===== config.mk =====
export PLATFORM = sky130hd
export DESIGN_NAME = maze_solve_gen
export DESIGN_NICKNAME = d
export VERILOG_FILES = /design/src/rtl/maze_pkg.sv /design/src/rtl/maze_turn_sel.sv /design/src/rtl/maze_solve_gen.sv
export SDC_FILE = /design/constraint.sdc
export NUM_CORES = 1
export LEC_CHECK = 0
export CORE_MARGIN = 3
export CORE_UTILIZATION = 41
export CTS_CLUSTER_SIZE = 25
export DETAILED_ROUTE_END_ITERATION = 10
export PLACE_DENSITY = 0.87
export SYNTH_ARGS = -nofsm -noshare
export SYNTH_HDL_FRONTEND = slang
export SYNTH_SLANG_ARGS = --single-unit

===== constraint.sdc =====
create_clock -name clk -period 1.65 [get_ports clk]
set_input_delay 0.33 -clock clk [delete_from_list [all_inputs] [get_ports clk]]
set_output_delay 0.33 -clock clk [all_outputs]
set_load 0.01 [all_outputs]

===== src/rtl/maze_pkg.sv =====
// Shared types and helpers for the wall-following maze solver.
package maze_pkg;

  // Headings are kept as a 2-bit compass code so that turns are plain mod-4 adds.
  typedef enum logic [1:0] {N = 2'd0, W = 2'd1, S = 2'd2, E = 2'd3} dir_t;

  typedef enum logic [1:0] {TURN_L = 2'd0, TURN_R = 2'd1, TURN_180 = 2'd2} turn_t;

  // Encoding 2'b11 behaves like left.
  typedef enum logic [1:0] {AFF_L = 2'd0, AFF_R = 2'd1, AFF_ALT = 2'd2, AFF_L2 = 2'd3} aff_t;

  typedef enum logic [2:0] {
    ST_IDLE      = 3'd0,
    ST_MV_FWD    = 3'd1,
    ST_WAIT_FWD  = 3'd2,
    ST_HDNG      = 3'd3,
    ST_WAIT_HDNG = 3'd4,
    ST_DONE      = 3'd5
  } state_t;

  // Expand a compass code into the signed heading value of width w; callers cast to w bits.
  function automatic logic [31:0] hdng_of(dir_t d, int w);
    case (d)
      N:       return 32'd0;
      W:       return (32'd1 << (w - 2)) - 32'd1;
      S:       return (32'd1 << (w - 1)) - 32'd1;
      default: return 32'd3 << (w - 2);
    endcase
  endfunction

endpackage


===== src/rtl/maze_turn_sel.sv =====
// Turn selection for one wall-following decision: picks the preferred side for the
// effective affinity, falls back to the other side, else turns around.
module maze_turn_sel
  import maze_pkg::*;
(
  input  logic       i_aff,
  input  logic [1:0] i_aff_code,
  input  logic       i_phase,
  input  logic       i_lft_opn,
  input  logic       i_rght_opn,
  output logic       o_eff_rght,
  output logic [1:0] o_turn
);

  logic w_rght;

  // Resolve effective affinity, then the turn it prefers for the current openings.
  always_comb begin
    w_rght = (i_aff_code == AFF_R) || ((i_aff_code == AFF_ALT) && i_phase);
    o_turn = TURN_180;
    if (w_rght) begin
      if (i_rght_opn)     o_turn = TURN_R;
      else if (i_lft_opn) o_turn = TURN_L;
    end else begin
      if (i_lft_opn)       o_turn = TURN_L;
      else if (i_rght_opn) o_turn = TURN_R;
    end
    o_eff_rght = w_rght & i_aff;
  end

endmodule


===== src/rtl/maze_solve_gen.sv =====
// Wall-following maze solve sequencer: alternates forward moves and heading changes
// until sol_cmplt, with selectable affinity, turn counting and cmd_md abort.
// Optional turn limit abort enabled by defining MAZE_SOLVE_TURN_LIMIT_EN.
module maze_solve_gen
  import maze_pkg::*;
#(
  parameter int HDNG_W     = 12,
  parameter int CNT_W      = 10,
  parameter int TURN_LIMIT = 1000
) (
  input  logic              clk,
  input  logic              rst_n,
  input  logic              cmd_md,
  input  logic [1:0]        cmd_aff,
  input  logic              lft_opn,
  input  logic              rght_opn,
  input  logic              mv_cmplt,
  input  logic              sol_cmplt,
  output logic              strt_mv,
  output logic              strt_hdng,
  output logic [HDNG_W-1:0] dsrd_hdng,
  output logic              stp_lft,
  output logic              stp_rght,
  output logic              busy,
  output logic              solved,
  output logic              aborted,
  output logic [CNT_W-1:0]  turn_cnt
);

  state_t           r_state, w_nxt;
  dir_t             r_dir;
  logic             r_phase;
  logic [CNT_W-1:0] r_cnt;
  logic             r_solved;
  logic             r_stp_lft, r_stp_rght;
  logic             w_start, w_turn_en, w_sol, w_at_lim;
  logic             w_eff_rght;
  logic [1:0]       w_turn;
  logic [1:0]       w_delta;

  maze_turn_sel u_turn_sel (
    .i_aff      (1'b1),
    .i_aff_code (cmd_aff),
    .i_phase    (r_phase),
    .i_lft_opn  (lft_opn),
    .i_rght_opn (rght_opn),
    .o_eff_rght (w_eff_rght),
    .o_turn     (w_turn)
  );

`ifdef MAZE_SOLVE_TURN_LIMIT_EN
  logic r_aborted;
  assign w_at_lim = (r_cnt == CNT_W'(TURN_LIMIT));
  assign aborted  = r_aborted;
`else
  logic w_unused_lim;
  assign w_unused_lim = (TURN_LIMIT == 0);
  assign w_at_lim     = 1'b0;
  assign aborted      = 1'b0;
`endif

  // Compass delta for the selected turn: left +1, right -1, around +2 (mod 4).
  always_comb begin
    case (w_turn)
      TURN_L:  w_delta = 2'd1;
      TURN_R:  w_delta = 2'd3;
      default: w_delta = 2'd2;
    endcase
  end

  // State register.
  always_ff @(posedge clk or negedge rst_n) begin
    if (!rst_n) r_state <= ST_IDLE;
    else        r_state <= w_nxt;
  end

  // Next state and pulses; cmd_md in an active state aborts without a pulse.
  always_comb begin
    w_nxt     = r_state;
    strt_mv   = 1'b0;
    strt_hdng = 1'b0;
    w_start   = 1'b0;
    w_turn_en = 1'b0;
    w_sol     = 1'b0;
    case (r_state)
      ST_IDLE: if (!cmd_md) begin
        w_nxt   = ST_MV_FWD;
        w_start = 1'b1;
      end
      ST_MV_FWD: begin
        if (cmd_md) w_nxt = ST_IDLE;
        else begin
          strt_mv = 1'b1;
          w_nxt   = ST_WAIT_FWD;
        end
      end
      ST_WAIT_FWD: begin
        if (cmd_md) w_nxt = ST_IDLE;
        else if (sol_cmplt) begin
          w_nxt = ST_DONE;
          w_sol = 1'b1;
        end else if (mv_cmplt) begin
          if (w_at_lim) w_nxt = ST_DONE;
          else begin
            w_nxt     = ST_HDNG;
            w_turn_en = 1'b1;
          end
        end
      end
      ST_HDNG: begin
        if (cmd_md) w_nxt = ST_IDLE;
        else begin
          strt_hdng = 1'b1;
          w_nxt     = ST_WAIT_HDNG;
        end
      end
      ST_WAIT_HDNG: begin
        if (cmd_md) w_nxt = ST_IDLE;
        else if (sol_cmplt) begin
          w_nxt = ST_DONE;
          w_sol = 1'b1;
        end else if (mv_cmplt) w_nxt = ST_MV_FWD;
      end
      ST_DONE: if (cmd_md) w_nxt = ST_IDLE;
      default: w_nxt = ST_IDLE;
    endcase
  end

  // Solve datapath: heading, alternation phase, saturating turn count, sticky status.
  always_ff @(posedge clk or negedge rst_n) begin
    if (!rst_n) begin
      r_dir      <= N;
      r_phase    <= 1'b0;
      r_cnt      <= '0;
      r_solved   <= 1'b0;
      r_stp_lft  <= 1'b0;
      r_stp_rght <= 1'b0;
    end else begin
      r_stp_lft  <= ~w_eff_rght;
      r_stp_rght <= w_eff_rght;
      if (w_start) begin
        r_dir    <= N;
        r_phase  <= 1'b0;
        r_cnt    <= '0;
        r_solved <= 1'b0;
      end
      if (w_turn_en) begin
        r_dir <= dir_t'(r_dir + w_delta);
        if (r_cnt != {CNT_W{1'b1}}) r_cnt <= r_cnt + 1'b1;
        if ((cmd_aff == AFF_ALT) && (w_turn != TURN_180)) r_phase <= ~r_phase;
      end
      if (w_sol) r_solved <= 1'b1;
    end
  end

`ifdef MAZE_SOLVE_TURN_LIMIT_EN
  // Sticky abort when a decision is reached with the turn budget exhausted.
  always_ff @(posedge clk or negedge rst_n) begin
    if (!rst_n)       r_aborted <= 1'b0;
    else if (w_start) r_aborted <= 1'b0;
    else if ((r_state == ST_WAIT_FWD) && !cmd_md && !sol_cmplt && mv_cmplt && w_at_lim)
      r_aborted <= 1'b1;
  end
`endif

  assign dsrd_hdng = HDNG_W'(hdng_of(r_dir, HDNG_W));
  assign stp_lft   = r_stp_lft;
  assign stp_rght  = r_stp_rght;
  assign busy      = (r_state != ST_IDLE) && (r_state != ST_DONE);
  assign solved    = r_solved;
  assign turn_cnt  = r_cnt;

endmodule


## Word level (Yosys, flattened, before mapping)

Cells that the tools add are included.

- Input bits: 9
- Logic and storage cells: 79
- Flip-flop bits (word level): 19
- Output and inout bits: 29

- Reductions and logical operators: 12
- Muxes and demuxes: 39
- Add/sub/neg operators: 2
- Eq/ne operators: 17
- Bitwise gates (word level): 2

Operators by type and width:

| operator | number |
|---|---|
| 12-bit case mux with 3 select lines | 1 |
| 10-bit two-way mux | 3 |
| 3-bit two-way mux | 9 |
| 3-bit case mux with 6 select lines | 1 |
| 1-bit two-way mux | 16 |
| 2-bit two-way mux | 8 |
| 10-bit by 1-bit adder with 10-bit output (second input constant) | 1 |
| 10-bit != test (second input constant) | 1 |
| 4-bit != test (second input constant) | 2 |
| 2-bit by 1-bit equality test with 1-bit output (second input constant) | 3 |
| 3-bit by 2-bit equality test with 1-bit output (second input constant) | 2 |
| 3-bit equality test (second input constant) | 2 |
| 2-bit != test (second input constant) | 3 |
| 2-bit equality test (second input constant) | 2 |
| 2-bit logical NOT | 2 |
| 2-bit case mux with 2 select lines | 1 |
| 4-bit AND reduction | 1 |
| 2-bit nonzero test | 2 |
| 3-bit by 1-bit equality test with 1-bit output (second input constant) | 1 |
| 1-bit logical AND | 3 |
| 3-bit logical NOT | 1 |
| 3-bit != test (second input constant) | 1 |
| 3-bit nonzero test | 1 |
| 2-bit adder | 1 |
| other kinds (3) | 4 |

## Logic depth before layout (Yosys ltp)

Gate-level depths: netlist (run 1).

- Word-level depth: 8
- Depth in mapped cells: 6
- Gate-level depth less buffers: 6

## By module

From an unflattened synthesis (run 1), not the netlist that was laid out.

- Cell total of the unflattened synthesis: 140
- Area, all modules: 1,236.2 µm²

Modules (own cells, without submodules):

| module | area an instance (µm²) | sequential area each (µm²) | cells each | times used |
|---|---|---|---|---|
| maze_solve_gen | 1,201.2 | 475.5 | 134 | 1 |
| maze_turn_sel | 35.0 | 0.0 | 6 | 1 |

## Worst setup path before layout (run 1)

Ideal clock, no wire load.

- Path kind: reg2reg
- From: register r_state[0]
- To: register r_cnt[7], in the netlist turn_cnt[7]
- Slack: -145 ps
- Buffers on the path: 1
- Clock period less this slack: 1,795 ps
- Data arrival time: 1,715 ps
- Stages on the path, launching flop included: 6
- Path through: dfrtp_1 or3_4 or2_1 buf_2 nor4_2 mux2i_1

- Longest elaborated chain between the ends: 5
- Elaborated cells on any way between the ends: 7
- Those cells by class: eq/ne: 1; mux: 5; reduce/logical: 1

Ends and longest elaborated chain:

| item | line | text |
|---|---|---|
| start, declared | maze_solve_gen.sv:30 | `state_t r_state, w_nxt;` |
| start signal, assigned | maze_solve_gen.sv:74 | `else r_state <= w_nxt;` |
| 3-bit logical NOT | maze_solve_gen.sv:85 | `case (r_state)` |
| 1-bit two-way mux | maze_solve_gen.sv:85 |  |
| 10-bit two-way mux | maze_solve_gen.sv:141 | `if (w_start) begin` |
| 10-bit two-way mux | maze_solve_gen.sv:149 | `if (r_cnt != {CNT_W{1'b1}}) r_cnt <= r_cnt + 1'b1;` |
| 10-bit two-way mux (*) | maze_solve_gen.sv:147 | `if (w_turn_en) begin` |
| end signal, assigned | maze_solve_gen.sv:149 |  |
| end, declared | maze_solve_gen.sv:33 | `logic [CNT_W-1:0] r_cnt;` |

Every way passes the cells marked *; elsewhere a longest branch is shown, timed or not.
A chain may end at the register's enable or synchronous reset.

## Worst setup path after layout (run 1)

- From: register r_dir[0]
- To: output port dsrd_hdng[3]

- Longest elaborated chain between the ends: 2
- Elaborated cells on any way between the ends: 4
- Those cells by class: eq/ne: 2; mux: 1; reduce/logical: 1

Ends and longest elaborated chain:

| item | line | text |
|---|---|---|
| start, declared | maze_solve_gen.sv:31 | `dir_t r_dir;` |
| start signal, assigned | maze_solve_gen.sv:148 | `r_dir <= dir_t'(r_dir + w_delta);` |
| 2-bit equality test (tied with other cells) | maze_pkg.sv:23 | `case (d)` |
| 12-bit case mux with 3 select lines (*) | maze_pkg.sv:23 |  |
| end, declared | maze_solve_gen.sv:21 | `output logic [HDNG_W-1:0] dsrd_hdng,` |

Marked as above.

==> metrics.txt, run 1 <==
Clock Sinks 19; Compound-Gate Fraction of Synth Area 0.1218; Area contributors post-synth dfrtp_1 40%, mux2i_1 6.8%, buf_4 6.4%; GP Congestion 0.8274; Clock Skew 0.006389 ns; Clock Latency Late Sink ~0.31 ns; endpoints failing setup 9; failing checks setup timing; Die ar. between 3000 and 4000 sq um; multiplexer share of the synthesized area 0.06780; LEAKAGE between 0.8 and 0.9 nW; peak supply drop 0.6184 mV; Comb power frac 0.326; DR WL/cell between 15 and 20 um; worst path bufs/invs 3; Detail Route Antenna Nets 0; Die X just under 60 um; status finished with violations; Syn Area/Cell ~9.2 sq um; clk slew on worst S/H paths 0.12 ns; PortBufs 36; first-pass GRT wire length 6.016 mm; Peak Freq around 580 MHz; post-synthesis sequential area ratio 0.4025; fin crit period 1.732 ns; hold crit path type in2async; vias approximately 1,300; initial antenna violation count 0; CP Cell Sequence inv_2 -> ha_4 -> clkinvlp_4 -> buf_2; synth cell count leaders 19 x dfrtp_1, 12 x nand2_1, 10 x buf_4; critical path required time ~1.3 ns; Area growth, synth to finish 63.56%; fin crit share 1.050; Root Buffer clkbuf_4; largest family of logic cells by synthesized area simple AND/OR/NAND/NOR gates; via density per instance 5.655; Most Crowded Layer GR met2; drt pass-1 iters 5; Syn Inst Count 128; die height around 60 um; Tot Pwr roughly 1.1 mW; Fin. Hold Viols 0; critical path class reg2out; CTS Buffer Depth 2; critical path endpoint category output pin; delay of the slowest critical-path stage roughly 0.43 ns; Synth Cell Area 1181 sq um; Cell Pwr Density between 500 and 600 nW/um^2; hold_ws between 0.3 and 0.4 ns; dpl hpwl about 2.4 mm; Clock Power Share 0.220; Flop pwr share 0.454; I/O pin cnt 38; async set or reset register ratio after synthesis 1.000; vias in the first global route approximately 1,300; Num CTS Buffers 3; layout cells sized above 1 0.4439; max cap viols 0; switch share 0.3207; top_reg_cell synth dfrtp_1; pin count of the biggest net entering global routing 20; fraction of the mapped netlist area in simple logic gates 0.2521; crit-path leading delay family flip-flops; setup TNS -0.5677 ns; Cell variety after synth 41; Nets 210; EDFF count, synth 0; GRT Total Usage 0.2263; post-synth top area share 0.4025; final worst slack -0.08219 ns; Initial Util 0.4521; Post-Syn Nets about 140; biggest area consumer among synthesized cells dfrtp_1; CTS tree yes; core area 2613 sq um; grt met2 use 0.4120; met1 GRT Util 0.2538; top-count cell post-synth dfrtp_1; number of cell rows 18; crit path launch type register; adder-cell share of the synthesized area 0.04237; post-route core utilization 0.7395; # diodes 0; CTS Hold Bufs 0; GR Overflow Total 0; Starting DRT DRC Count slightly below 70; unrepaired setup endpoints after global routing yes; grt met3 use 0.04752; Critical Path AT approximately 1.4 ns; Max H-tree Level 1; CP Max Fanout 5; Final Slew Violations 0; Sw Pwr between 300 and 400 uW; Critical-path top delay cell dfrtp_2; DRT Wirelength between 3 and 4 mm; Pint about 770 uW; synth warn 0; #FFs+latches synth 19; # DRC 0; XOR/XNOR share of the synthesized area 0.007415
through the flow:
| step | instances | setup slack [ns] | cell area, sq um |
|---|---|---|---|
| after floorplan | 128 | -0.07213 | 1207 |
| after global placement | 203 | -0.4492 | 1680 |
| after detailed placement | 203 | -0.5034 | 1680 |
| after CTS | 218 | -0.06092 | 1856 |
| after global routing | 226 | -0.1372 | 1932 |
| final | 226 | -0.08219 | 1932 |
power groups by stage:
stage | clock network, mW | registers, mW | logic, mW
2_1_floorplan | 0 | 0.520 | 0.172
3_3_place_gp | 0 | 0.515 | 0.342
3_5_place_dp | 0 | 0.516 | 0.360
4_1_cts | 0.254 | 0.509 | 0.361
5_1_grt | 0.268 | 0.515 | 0.401
6_report | 0.248 | 0.512 | 0.368
cell type report:
cell class / count / area [sq um]
sequential: 19 / 481.7
inverter: 7 / 28.78
fill: 189 / 680.7
multi-input combinational: 87 / 716.9
tap: 30 / 37.54
timing repair inverter: 1 / 7.507
clock inverter: 1 / 5.005
timing repair buffer: 78 / 631.9
clock buffer: 3 / 22.52
cells in the final DEF (no fill, tap or decap), drive strengths merged, types with 3 or more instances in the layout:
cell type       n
nand2          12
inv             7
o31ai           3
mux2i           8
nand3b          4
clkbuf          4
nor2            6
or2             4
nor4            3
buf            56
ha              4
clkdlybuf4s50  17
nor3            4
o21ai           3
nand4           5
dfrtp          19
dlygate4sd2     4
a21oi           5
nand3           3
layer usage:
| layer | part of all wire | vias to the layer above |
|---|---|---|
| met5 | 0 | - |
| met4 | 0.040 | 0 |
| met3 | 0.058 | 14 |
| met2 | 0.54 | 67 |
| met1 | 0.36 | 607 |
| li1 | - | 590 |
logic make-up after synthesis:
logic type	Yosys count
and+or+nand+nor	52
buffers and inverters	22
AOI/OAI and AO/OA	21
DFF	19
muxes	8
adders and majority gates	4
other	1
xor gates and xnor gates	1
repair_timing:
item | 4_1_cts | 5_1_grt
gates resized for setup | 81 | 22
setup buffers | 10 | 8
endpoints found under the setup margin | 32 | 27
gates cloned | 1 | 0
pin swaps | 6 | 8
endpoints found under the hold margin | 0 | 0
path summary, 6_finish.rpt:
path | start | end | slack (ns) | cells past startpoint
setup / recovery | r_dir[0] | dsrd_hdng[3] | -0.08 | 4
hold / removal | rst_n | turn_cnt[4] | 0.35 | 2
setup reg to reg | r_state[0] | turn_cnt[5] | -0.08 | 4
hold reg to reg | r_phase | r_phase | 0.52 | 1
max in group asynchronous | rst_n | r_dir[0] | 1.07 | 2
min in group clk | cmd_md | r_state[2] | 0.38 | 2
flip-flops by register name, indices dropped and copies added, names as in the netlist:
register / count
stp_rght: 1
stp_lft: 1
r_state: 3
solved: 1
turn_cnt: 10
r_dir: 2
r_phase: 1
(Power assumes the default switching activity.)
==> run 2: changes to the inputs <==
- REMOVE_ABC_BUFFERS: not set -> 1
==> run 2 against run 1 <==
Clock power about the same. Via count down 4.8%. Total power down 0.50%. Utilization down 2.3 points. The flow still finishes with violations (setup timing). Fmax down 2.2%. Critical path depth unchanged. Final cell count down 2.7%. Global-route usage down 4.6 points.
==> metrics.txt, run 2 (synthesis gave the netlist of run 1 again) <==
commonest non-fill, non-tap cell in the layout buf_4; Sw Pwr 352.3 uW; Clock Skew around 0.005 ns; r2r endpoint turn_cnt[5]; Setup crit end turn_cnt[5]; final worst slack -0.1219 ns; worst slack, placed -0.6222 ns; critical path required time approximately 1.9 ns; GRT Total Usage 0.1808; hold_ws around 0.35 ns; failing checks setup timing; Root Buffer clkbuf_4; max reg flops 10; Flop pwr share 0.452; via density per instance 5.532; Peak Freq ~560 MHz; CTS Hold Bufs 0; most frequent cells in the layout 33 x buf_4, 19 x dfrtp_1, 15 x clkdlybuf4s50_1; Comb power frac 0.329; crit path launch type register; die height approximately 60 um; vias in the first global route about 1,100; Clock Sinks 19; Die ar. between 3000 and 4000 sq um; GP Congestion approximately 0.8; Initial Util 0.4521; drt pass-1 iters 4; peak supply drop around 0.59 mV; hold crit path type in2async; fin crit period between 1.5 and 2 ns; CTS Buffer Depth 2; layout cells sized above 1 0.3947; Pint between 700 and 800 uW; Starting DRT DRC Count 46; Clock Latency Late Sink 0.31 ns; Die X around 60 um; worst reg-to-reg setup slack -0.12 ns; # DRC 0; switch share 0.3138; post-route core utilization 0.7165; endpoints failing setup 9; unrepaired setup endpoints after global routing yes; Nets roughly 200; dpl hpwl about 2.3 mm; CP Max Fanout 6; GR Overflow Total 0; first-pass GRT wire length approximately 4.9 mm; Max H-tree Level 1; DRT Wirelength roughly 3.6 mm; worst r2r src r_state[0]; PortBufs 36; critical path endpoint category register; Clock Power Share 0.219; CTS tree yes; Final Slew Violations 0; Tot Pwr between 1 and 1.5 mW; DR WL/cell between 15 and 20 um; number of cell rows 18; Fin. Hold Viols 0; Worst Setup SP r_state[0]; max cap viols 0; Detail Route Antenna Nets 0; LEAKAGE 0.8838 nW; # diodes 0; FILL cells 190; Area growth, synth to finish 58.47%; clk slew on worst S/H paths 0.11 ns; Reg2Reg Depth 4; vias around 1,200; pin count of the biggest net entering global routing 20; I/O pin cnt 38; Cell Pwr Density 599.8 nW/um^2; Critical Path AT roughly 2.0 ns; initial antenna violation count 0; Num CTS Buffers 3; status finished with violations; core area between 2000 and 3000 sq um; fin crit share 1.074; critical path class reg2reg
==> run 2: layout make-up <==
| class | instances | area (sq um) | area share |
|---|---|---|---|
| multi-input cells | 87 | 673.1 | 0.3596 |
| repair buffers | 72 | 621.8 | 0.3322 |
| flip-flops and latches | 19 | 475.5 | 0.2540 |
| well taps | 30 | 37.54 | 0.02005 |
| inverters | 7 | 28.78 | 0.01537 |
| clock buffers | 3 | 22.52 | 0.01203 |
| repair inverters | 1 | 7.507 | 0.004011 |
| clock inverters | 1 | 5.005 | 0.002674 |
==> run 2: worst min path at each step <==
stage               cells after the start     from       end  slack (ns)
finish                                  2    rst_n   stp_lft        0.35
global route                            2    rst_n  stp_rght        0.34
CTS                                     2    rst_n   stp_lft        0.35
detailed placement                      2   solved    solved        0.49
global placement                        1  r_phase   r_phase        0.49
floorplan                               0    rst_n  r_dir[0]        0.03
==> run 2: per-layer routing <==
| layer | global-route usage | part of all wire | vias to the layer above |
|---|---|---|---|
| met5 | 0 | 0 | - |
| met4 | 0.04114 | 0.028 | 0 |
| met3 | 0.04536 | 0.048 | 11 |
| met2 | 0.3364 | 0.53 | 34 |
| met1 | 0.2044 | 0.39 | 594 |
| li1 | - | - | 578 |
==> run 2: worst max-delay path, stage by stage (launching register included) <==
cell	delay, ns
dfrtp_1	0.40
or3_4	0.37
or2_4	0.27
or4_1	0.52
a21oi_1	0.15
==> run 2: per-stage QoR <==
stage | setup TNS, ns | area, sq um | std cells
global route | -1.472 | 1872 | 220
global placement | -7.071 | 1672 | 204
finish | -0.6541 | 1872 | 220
floorplan | -2.014 | 1086 | 113
detailed placement | -8.655 | 1672 | 204
CTS | -0.3285 | 1719 | 212
==> run 2: power by group through the flow <==
stage	sequential (mW)	combinational, mW	clock, mW
after global routing	0.512	0.396	0.269
after detailed placement	0.515	0.350	0
after global placement	0.514	0.338	0
after CTS	0.507	0.332	0.252
after floorplan	0.531	0.118	0
final	0.508	0.370	0.245
==> run 2: repair_timing <==
item                                    in CTS  in global routing
pin swaps                                    5                  3
buffers inserted                             3                  8
gates cloned                                 1                  0
resized for setup                           78                 21
endpoints found under the setup margin      29                 29
